## src/rtl/spi_boot_pkg.sv

```systemverilog
// rtl/spi_boot_pkg.sv - shared types and constants for the SPI-flash to SRAM boot loader
// Contents: boot FSM state enum, flash READ opcode, erased-flash word pattern.
package spi_boot_pkg;

    typedef enum logic [3:0] {
        ST_IDLE,
        ST_CMD,
        ST_ADDR,
        ST_RD_LO,
        ST_RD_HI,
        ST_WRITE,
        ST_NEXT,
        ST_DONE,
        ST_ERR
    } boot_state_t;

    localparam logic [7:0]  SPI_READ_CMD = 8'h03;
    localparam logic [15:0] BLANK_WORD   = 16'hFFFF;

endpackage

```

## src/rtl/spi_byte_shifter.sv

```systemverilog
// rtl/spi_byte_shifter.sv - SPI mode-0 byte shifter with SCK divider and start/done handshake
// Ports:
//   clk, resetn      system clock, synchronous active-low reset
//   start, tx_byte   accepted when not busy; tx_byte shifted out MSB first on mosi
//   miso             sampled on each SCK rising edge
//   busy             high while a byte is on the wire
//   done             one-clock pulse after the eighth SCK falling edge; rx_byte valid then
//   sck, mosi        SPI clock (idles low) and master data out
module spi_byte_shifter #(
    parameter int CLK_DIV = 4
) (
    input  logic       clk,
    input  logic       resetn,
    input  logic       start,
    input  logic [7:0] tx_byte,
    input  logic       miso,
    output logic       busy,
    output logic       done,
    output logic [7:0] rx_byte,
    output logic       sck,
    output logic       mosi
);

    localparam int DW = $clog2(CLK_DIV + 1);

    logic [DW-1:0] div_cnt;
    logic [2:0]    fall_cnt;
    logic [7:0]    sr_out;
    logic [7:0]    sr_in;
    logic          sck_q;
    logic          busy_q;
    logic          done_q;

    always_ff @(posedge clk) begin
        if (!resetn) begin
            div_cnt  <= '0;
            fall_cnt <= '0;
            sr_out   <= '0;
            sr_in    <= '0;
            sck_q    <= 1'b0;
            busy_q   <= 1'b0;
            done_q   <= 1'b0;
        end else begin
            done_q <= 1'b0;
            if (!busy_q) begin
                // Loading sr_out puts the MSB on mosi while SCK is still low.
                if (start) begin
                    busy_q   <= 1'b1;
                    sr_out   <= tx_byte;
                    div_cnt  <= '0;
                    fall_cnt <= '0;
                end
            end else if (div_cnt == DW'(CLK_DIV - 1)) begin
                div_cnt <= '0;
                if (!sck_q) begin
                    sck_q <= 1'b1;
                    sr_in <= {sr_in[6:0], miso};
                end else begin
                    sck_q    <= 1'b0;
                    sr_out   <= {sr_out[6:0], 1'b0};
                    fall_cnt <= fall_cnt + 3'd1;
                    if (fall_cnt == 3'd7) begin
                        busy_q <= 1'b0;
                        done_q <= 1'b1;
                    end
                end
            end else begin
                div_cnt <= div_cnt + DW'(1);
            end
        end
    end

    assign busy    = busy_q;
    assign done    = done_q;
    assign rx_byte = sr_in;
    assign sck     = sck_q;
    assign mosi    = sr_out[7];

endmodule

```

## src/rtl/spi_sram_bootloader.sv

```systemverilog
// rtl/spi_sram_bootloader.sv - copies a fixed-size image from SPI NOR flash into async SRAM after reset
// Ports:
//   master_clk_i, master_rst_i   system clock, synchronous active-low reset
//   MISO, MOSI, SS, SCK_SPI      flash SPI pins (mode 0, SS active low)
//   sram_address_o, sram_datain_o  SRAM word address and write data
//   sram_cs_o, sram_oe_o, sram_we_o, sram_lb_ub_o  SRAM strobes, all active low
//   sram_adv_o, sram_wait_o      tied low (asynchronous SRAM mode)
//   error                        sticky: first word read back as erased flash
module spi_sram_bootloader
    import spi_boot_pkg::*;
#(
    parameter int          CLK_DIV    = 4,
    parameter logic [23:0] FLASH_ADDR = 24'h0,
    parameter int          NUM_WORDS  = 1024,
    parameter logic [21:0] SRAM_BASE  = 22'h0,
    parameter int          WE_CYCLES  = 4
) (
    input  logic        master_clk_i,
    input  logic        master_rst_i,
    input  logic        MISO,
    output logic        MOSI,
    output logic        SS,
    output logic        SCK_SPI,
    output logic [21:0] sram_address_o,
    output logic [15:0] sram_datain_o,
    output logic        sram_cs_o,
    output logic        sram_oe_o,
    output logic        sram_we_o,
    output logic [1:0]  sram_lb_ub_o,
    output logic        sram_adv_o,
    output logic        sram_wait_o,
    output logic        error
);

    localparam int WCW = $clog2(NUM_WORDS) + 1;
    localparam int TW  = $clog2(WE_CYCLES + 2) + 1;

    boot_state_t    state;
    boot_state_t    state_nx;
    logic [1:0]     byte_idx;
    logic [WCW-1:0] word_cnt;
    logic [TW-1:0]  timer;
    logic [21:0]    addr;
    logic [15:0]    data;

    logic           sh_start;
    logic [7:0]     sh_tx;
    logic           sh_busy;
    logic           sh_done;
    logic [7:0]     sh_rx;

    logic           shifting;
    logic           blank;
    logic           wr_active;

    spi_byte_shifter #(
        .CLK_DIV (CLK_DIV)
    ) u_shifter (
        .clk     (master_clk_i),
        .resetn  (master_rst_i),
        .start   (sh_start),
        .tx_byte (sh_tx),
        .miso    (MISO),
        .busy    (sh_busy),
        .done    (sh_done),
        .rx_byte (sh_rx),
        .sck     (SCK_SPI),
        .mosi    (MOSI)
    );

    assign shifting = (state == ST_CMD) || (state == ST_ADDR) ||
                      (state == ST_RD_LO) || (state == ST_RD_HI);
    // Only the very first word is checked; later all-ones words are ordinary data.
    assign blank    = (word_cnt == '0) && (data == BLANK_WORD);
    assign wr_active = (state == ST_WRITE) && !blank;

    always_ff @(posedge master_clk_i) begin
        if (!master_rst_i) begin
            state <= ST_IDLE;
        end else begin
            state <= state_nx;
        end
    end

    always_comb begin
        state_nx = state;
        sh_tx    = 8'h00;
        case (state)
            ST_IDLE:  state_nx = ST_CMD;
            ST_CMD: begin
                sh_tx = SPI_READ_CMD;
                if (sh_done) state_nx = ST_ADDR;
            end
            ST_ADDR: begin
                case (byte_idx)
                    2'd0:    sh_tx = FLASH_ADDR[23:16];
                    2'd1:    sh_tx = FLASH_ADDR[15:8];
                    default: sh_tx = FLASH_ADDR[7:0];
                endcase
                if (sh_done && byte_idx == 2'd2) state_nx = ST_RD_LO;
            end
            ST_RD_LO: if (sh_done) state_nx = ST_RD_HI;
            ST_RD_HI: if (sh_done) state_nx = ST_WRITE;
            ST_WRITE: begin
                if (blank) state_nx = ST_ERR;
                else if (timer == TW'(WE_CYCLES + 1)) state_nx = ST_NEXT;
            end
            ST_NEXT:  state_nx = (word_cnt == WCW'(NUM_WORDS - 1)) ? ST_DONE : ST_RD_LO;
            default:  state_nx = state;
        endcase
        // A new byte is launched the clock after the previous one reports done,
        // which keeps SS low across the whole streaming read.
        sh_start = shifting && !sh_busy && !sh_done;
    end

    always_ff @(posedge master_clk_i) begin
        if (!master_rst_i) begin
            byte_idx <= '0;
            word_cnt <= '0;
            timer    <= '0;
            addr     <= SRAM_BASE;
            data     <= '0;
        end else begin
            if (state == ST_ADDR && sh_done) byte_idx <= byte_idx + 2'd1;
            if (state == ST_RD_LO && sh_done) data[7:0] <= sh_rx;
            if (state == ST_RD_HI && sh_done) begin
                data[15:8] <= sh_rx;
                timer      <= '0;
            end
            if (state == ST_WRITE) timer <= timer + TW'(1);
            if (state == ST_NEXT) begin
                addr     <= addr + 22'd1;
                word_cnt <= word_cnt + WCW'(1);
            end
        end
    end

    // Write cycle: timer 0 is address/data setup, 1..WE_CYCLES has we low,
    // WE_CYCLES+1 is the hold clock with cs still asserted.
    assign SS             = !(shifting || state == ST_WRITE || state == ST_NEXT);
    assign sram_address_o = addr;
    assign sram_datain_o  = data;
    assign sram_cs_o      = !wr_active;
    assign sram_lb_ub_o   = wr_active ? 2'b00 : 2'b11;
    assign sram_we_o      = !(wr_active && timer != '0 && timer <= TW'(WE_CYCLES));
    assign sram_oe_o      = 1'b1;
    assign sram_adv_o     = 1'b0;
    assign sram_wait_o    = 1'b0;
    assign error          = (state == ST_ERR);

endmodule

```

## config.mk

```make
export PLATFORM = sky130hd
export DESIGN_NAME = spi_sram_bootloader
export DESIGN_NICKNAME = d
export VERILOG_FILES = /design/src/rtl/spi_boot_pkg.sv /design/src/rtl/spi_byte_shifter.sv /design/src/rtl/spi_sram_bootloader.sv
export SDC_FILE = /design/constraint.sdc
export NUM_CORES = 1
export LEC_CHECK = 0
export CORE_MARGIN = 3
export CORE_UTILIZATION = 40
export CTS_CLUSTER_DIAMETER = 50
export DETAILED_ROUTE_END_ITERATION = 16
export GPL_TIMING_DRIVEN = 0
export HOLD_SLACK_MARGIN = 0.12
export SLEW_MARGIN = 25
export SYNTH_ARGS = -nofsm -noshare
export SYNTH_HDL_FRONTEND = slang
export SYNTH_SLANG_ARGS = --single-unit
```

## constraint.sdc

```tcl
create_clock -name master_clk_i -period 2.5 [get_ports master_clk_i]
set_input_delay 0.75 -clock master_clk_i [delete_from_list [all_inputs] [get_ports master_clk_i]]
set_output_delay 0.75 -clock master_clk_i [all_outputs]
set_load 0.005 [all_outputs]
```

==> impl_metrics.ini <==
[status]
outcome = finished, violations left
violations = negative setup slack

[power]
combPwrFrac = 0.186
swShare = 0.290
power_density_nw_per_um2 = 624
clkPwrFrac = 0.344
p_int_w = 0.00222
p_sw_w = 0.000906
leakagePower_nw = 1.84
power.total_w = 0.00312
seqPwrFrac = 0.470
ir_worst_vdd_mv = 0.235

[clocking]
cts-htree-levels = 3
cts_tree = yes
cts_sinks = 84
cts.clk_slew.worst_paths_ps = 90
clockBufferDepth = 2
cts_made_buffers = 9
clockRootBuffer = clkbuf_8
clkLatencyLatePin_ps = 360
ctsHoldBuffers = 0

[finish]
syn2layout_area_growth_pct = 30.8
final_nets = 550
num_antenna_cells = 0
regArea_um2 = 1690
drive_gt1_frac = 0.153
finalNonFillerCells = 671
final_area_um2 = 5000
multiInputGateArea_um2 = 2030
nFillCells = 883

[detailed_routing]
wl_per_cell_um = 14.4
drcViolationCount = 0
drt-pass1-iter-count = 4
ant_nets = 0
routed_wl_um = 9630
vias = 3476
vias_per_cell = 5.18
drt_iter0_markers = 150

[yosys]
synthCells = 453
seq_area_frac_synth = 0.440
ys_ff_latch = 84
synth_warnings = 0
yosysUniqueCellTypes = 50
synth_edf_count = 0
ys_async_sr_fraction = 0
netlist_area_um2 = 3820
syn_area_per_cell_um2 = 8.44
yosys_most_used_dff = dfxtp_1

[timing]
grt_setup_unrepaired = yes
slew_headroom = 0.452
finalCriticalPeriod_ps = 2610
fin_ws_ps = -107
setup_viol = 3
finalClockSkew_ps = 8.65
hold_violations = 0
fin_crit_sh = 1.04
fmax_mhz = 384
worstMarginPinSlew_ps = 816
report.final.slew_viol_count = 0

[floorplanning]
start_util = 0.412
dieHeight_um = 104
core_um2 = 9280
io-pin-count = 52
rows = 35
die_area_um2 = 10800
die_w_um = 104

[global_route]
overflow = 0
grt_pass1_vias = 3172
grt_pass1_wl_um = 15800
grt_max_degree = 15
antenna_found_initial = 0
gr-usage-all-layers = 0.177

[place]
dpl.hpwl_um = 6530
port_buffers = 48
placed_area_um2 = 4470
pre_cts_ws_ps = -280
place_inst = 631
gp_congestion = 0.817

[worst_setup_path]
crit_required_ps = 1750
end_kind = output port
path_class = flip-flop to output port
path_max_fanout = 3
crit_path_start_kind = flip-flop
crit_arrival_ps = 1860

[job]
drv_cap = 0

[worst_hold_path]
min_path_type = flip-flop to flip-flop
## metrics by stage
stage	util	hold WS [ps]	TNS, ps
5_1_grt	0.539	472	-540
2_1_floorplan	-	432	0
6_report	0.539	455	-200
4_1_cts	0.535	456	-545
3_5_place_dp	0.482	443	-1020
3_3_place_gp	0.482	439	-1070
## final timing paths
| path | slack (ps) | end | from | depth (start not counted) |
|---|---|---|---|---|
| worst min register to register | 450 | u_shifter.sr_out[6]$_SDFFE_PN0P_ | u_shifter.sr_out[5]$_SDFFE_PN0P_ | 2 |
| worst min-delay path | 450 | u_shifter.sr_out[6]$_SDFFE_PN0P_ | u_shifter.sr_out[5]$_SDFFE_PN0P_ | 2 |
| worst max register to register | 70 | word_cnt[1]$_SDFFE_PN0P_ | word_cnt[1]$_SDFFE_PN0P_ | 19 |
| worst max-delay path | -110 | sram_we_o | word_cnt[1]$_SDFFE_PN0P_ | 8 |
## cells by family after synthesis
group	share of synthesized area
AOI/OAI and AO/OA	0.150
and+or+nand+nor	0.256
adders and majority gates	0.0327
muxes	0.0236
DFF	0.440
other	0.00196
xor gates and xnor gates	0.0435
buffers and inverters	0.0520
## cells in the final DEF, fill, tap and decap left out, drive strengths merged, types with 2 or more instances in the layout
| cell type | synthesis | final |
|---|---|---|
| a211oi | 2 | 2 |
| a21oi | 52 | 52 |
| a221oi | 2 | 2 |
| and2 | 6 | 6 |
| and3 | 9 | 9 |
| and4 | 3 | 3 |
| and4bb | 2 | 2 |
| buf | 13 | 41 |
| bufinv | 0 | 2 |
| clkbuf | 17 | 27 |
| clkdlybuf4s50 | 0 | 42 |
| clkinv | 0 | 2 |
| clkinvlp | 0 | 2 |
| conb | 2 | 3 |
| dfxtp | 84 | 84 |
| ha | 10 | 10 |
| inv | 13 | 13 |
| mux2i | 9 | 9 |
| nand2 | 50 | 50 |
| nand2b | 5 | 5 |
| nand3 | 26 | 26 |
| nand3b | 3 | 3 |
| nand4 | 12 | 12 |
| nand4b | 3 | 3 |
| nor2 | 31 | 31 |
| nor2b | 3 | 3 |
| nor3 | 4 | 4 |
| nor4 | 5 | 5 |
| o21a | 4 | 4 |
| o21ai | 27 | 27 |
| o31ai | 3 | 3 |
| or2 | 2 | 2 |
| or3 | 14 | 14 |
| or4 | 4 | 4 |
| xnor2 | 6 | 6 |
| xor2 | 13 | 13 |
## metal layers
layer	part of all wire	up-vias	track usage
li1	-	1767	-
met1	0.49	1630	0.248
met2	0.45	68	0.271
met3	0.048	11	0.0374
met4	0.013	0	0.0598
met5	0	-	0
## what timing repair did
item | in CTS | in global routing
endpoints found under the setup margin | 6 | 6
buffers inserted | 23 | 4
resized for setup | 50 | 8
pin swaps | 6 | 3
## cells in the mapped netlist (all sizes together) (12+ instances only)
master	n	area share
nand4	12	0.023
nor2	31	0.030
buf	13	0.023
nand2	50	0.049
o21ai	27	0.035
or3	14	0.023
inv	13	0.013
clkbuf	17	0.017
xor2	13	0.030
nand3	26	0.034
a21oi	52	0.068
dfxtp	84	0.44
## area by class of cell
cell class / instances / area share
plain buffers: 30 / 0.0327
clock buffers: 10 / 0.0255
clock inverters: 6 / 0.0178
inverters: 13 / 0.00975
multi-input cells: 327 / 0.406
flip-flops and latches: 84 / 0.338
well taps: 129 / 0.0323
repair buffers: 72 / 0.137
## worst max-delay path, cell delays in order (launching register included)
cell	delay [ps]
dfxtp_2	350
inv_2	60
ha_4	150
nand4_1	120
nor4_4	70
a31o_4	230
buf_6	110
or3_1	290
buf_2	130
## sequential cells by signal (all words and copies together) (netlist names)
register            cells
sram_datain_o          16
word_cnt               11
byte_idx                2
timer                   4
u_shifter.fall_cnt      3
u_shifter.busy          1
u_shifter.done          1
u_shifter.div_cnt       3
state                   4
u_shifter.rx_byte       8
sram_address_o         22
u_shifter.sr_out        8
u_shifter.sck           1
## power by group through the flow
stage | clock, W | combinational [W] | sequential, W
finish | 0.00107 | 0.000581 | 0.00147
global placement | 0 | 0.000519 | 0.00148
global route | 0.00115 | 0.000642 | 0.00148
CTS | 0.00109 | 0.000581 | 0.00146
floorplan | 0 | 0.000379 | 0.00146
detailed placement | 0 | 0.000525 | 0.00148
Power figures use the tool's default switching activity.
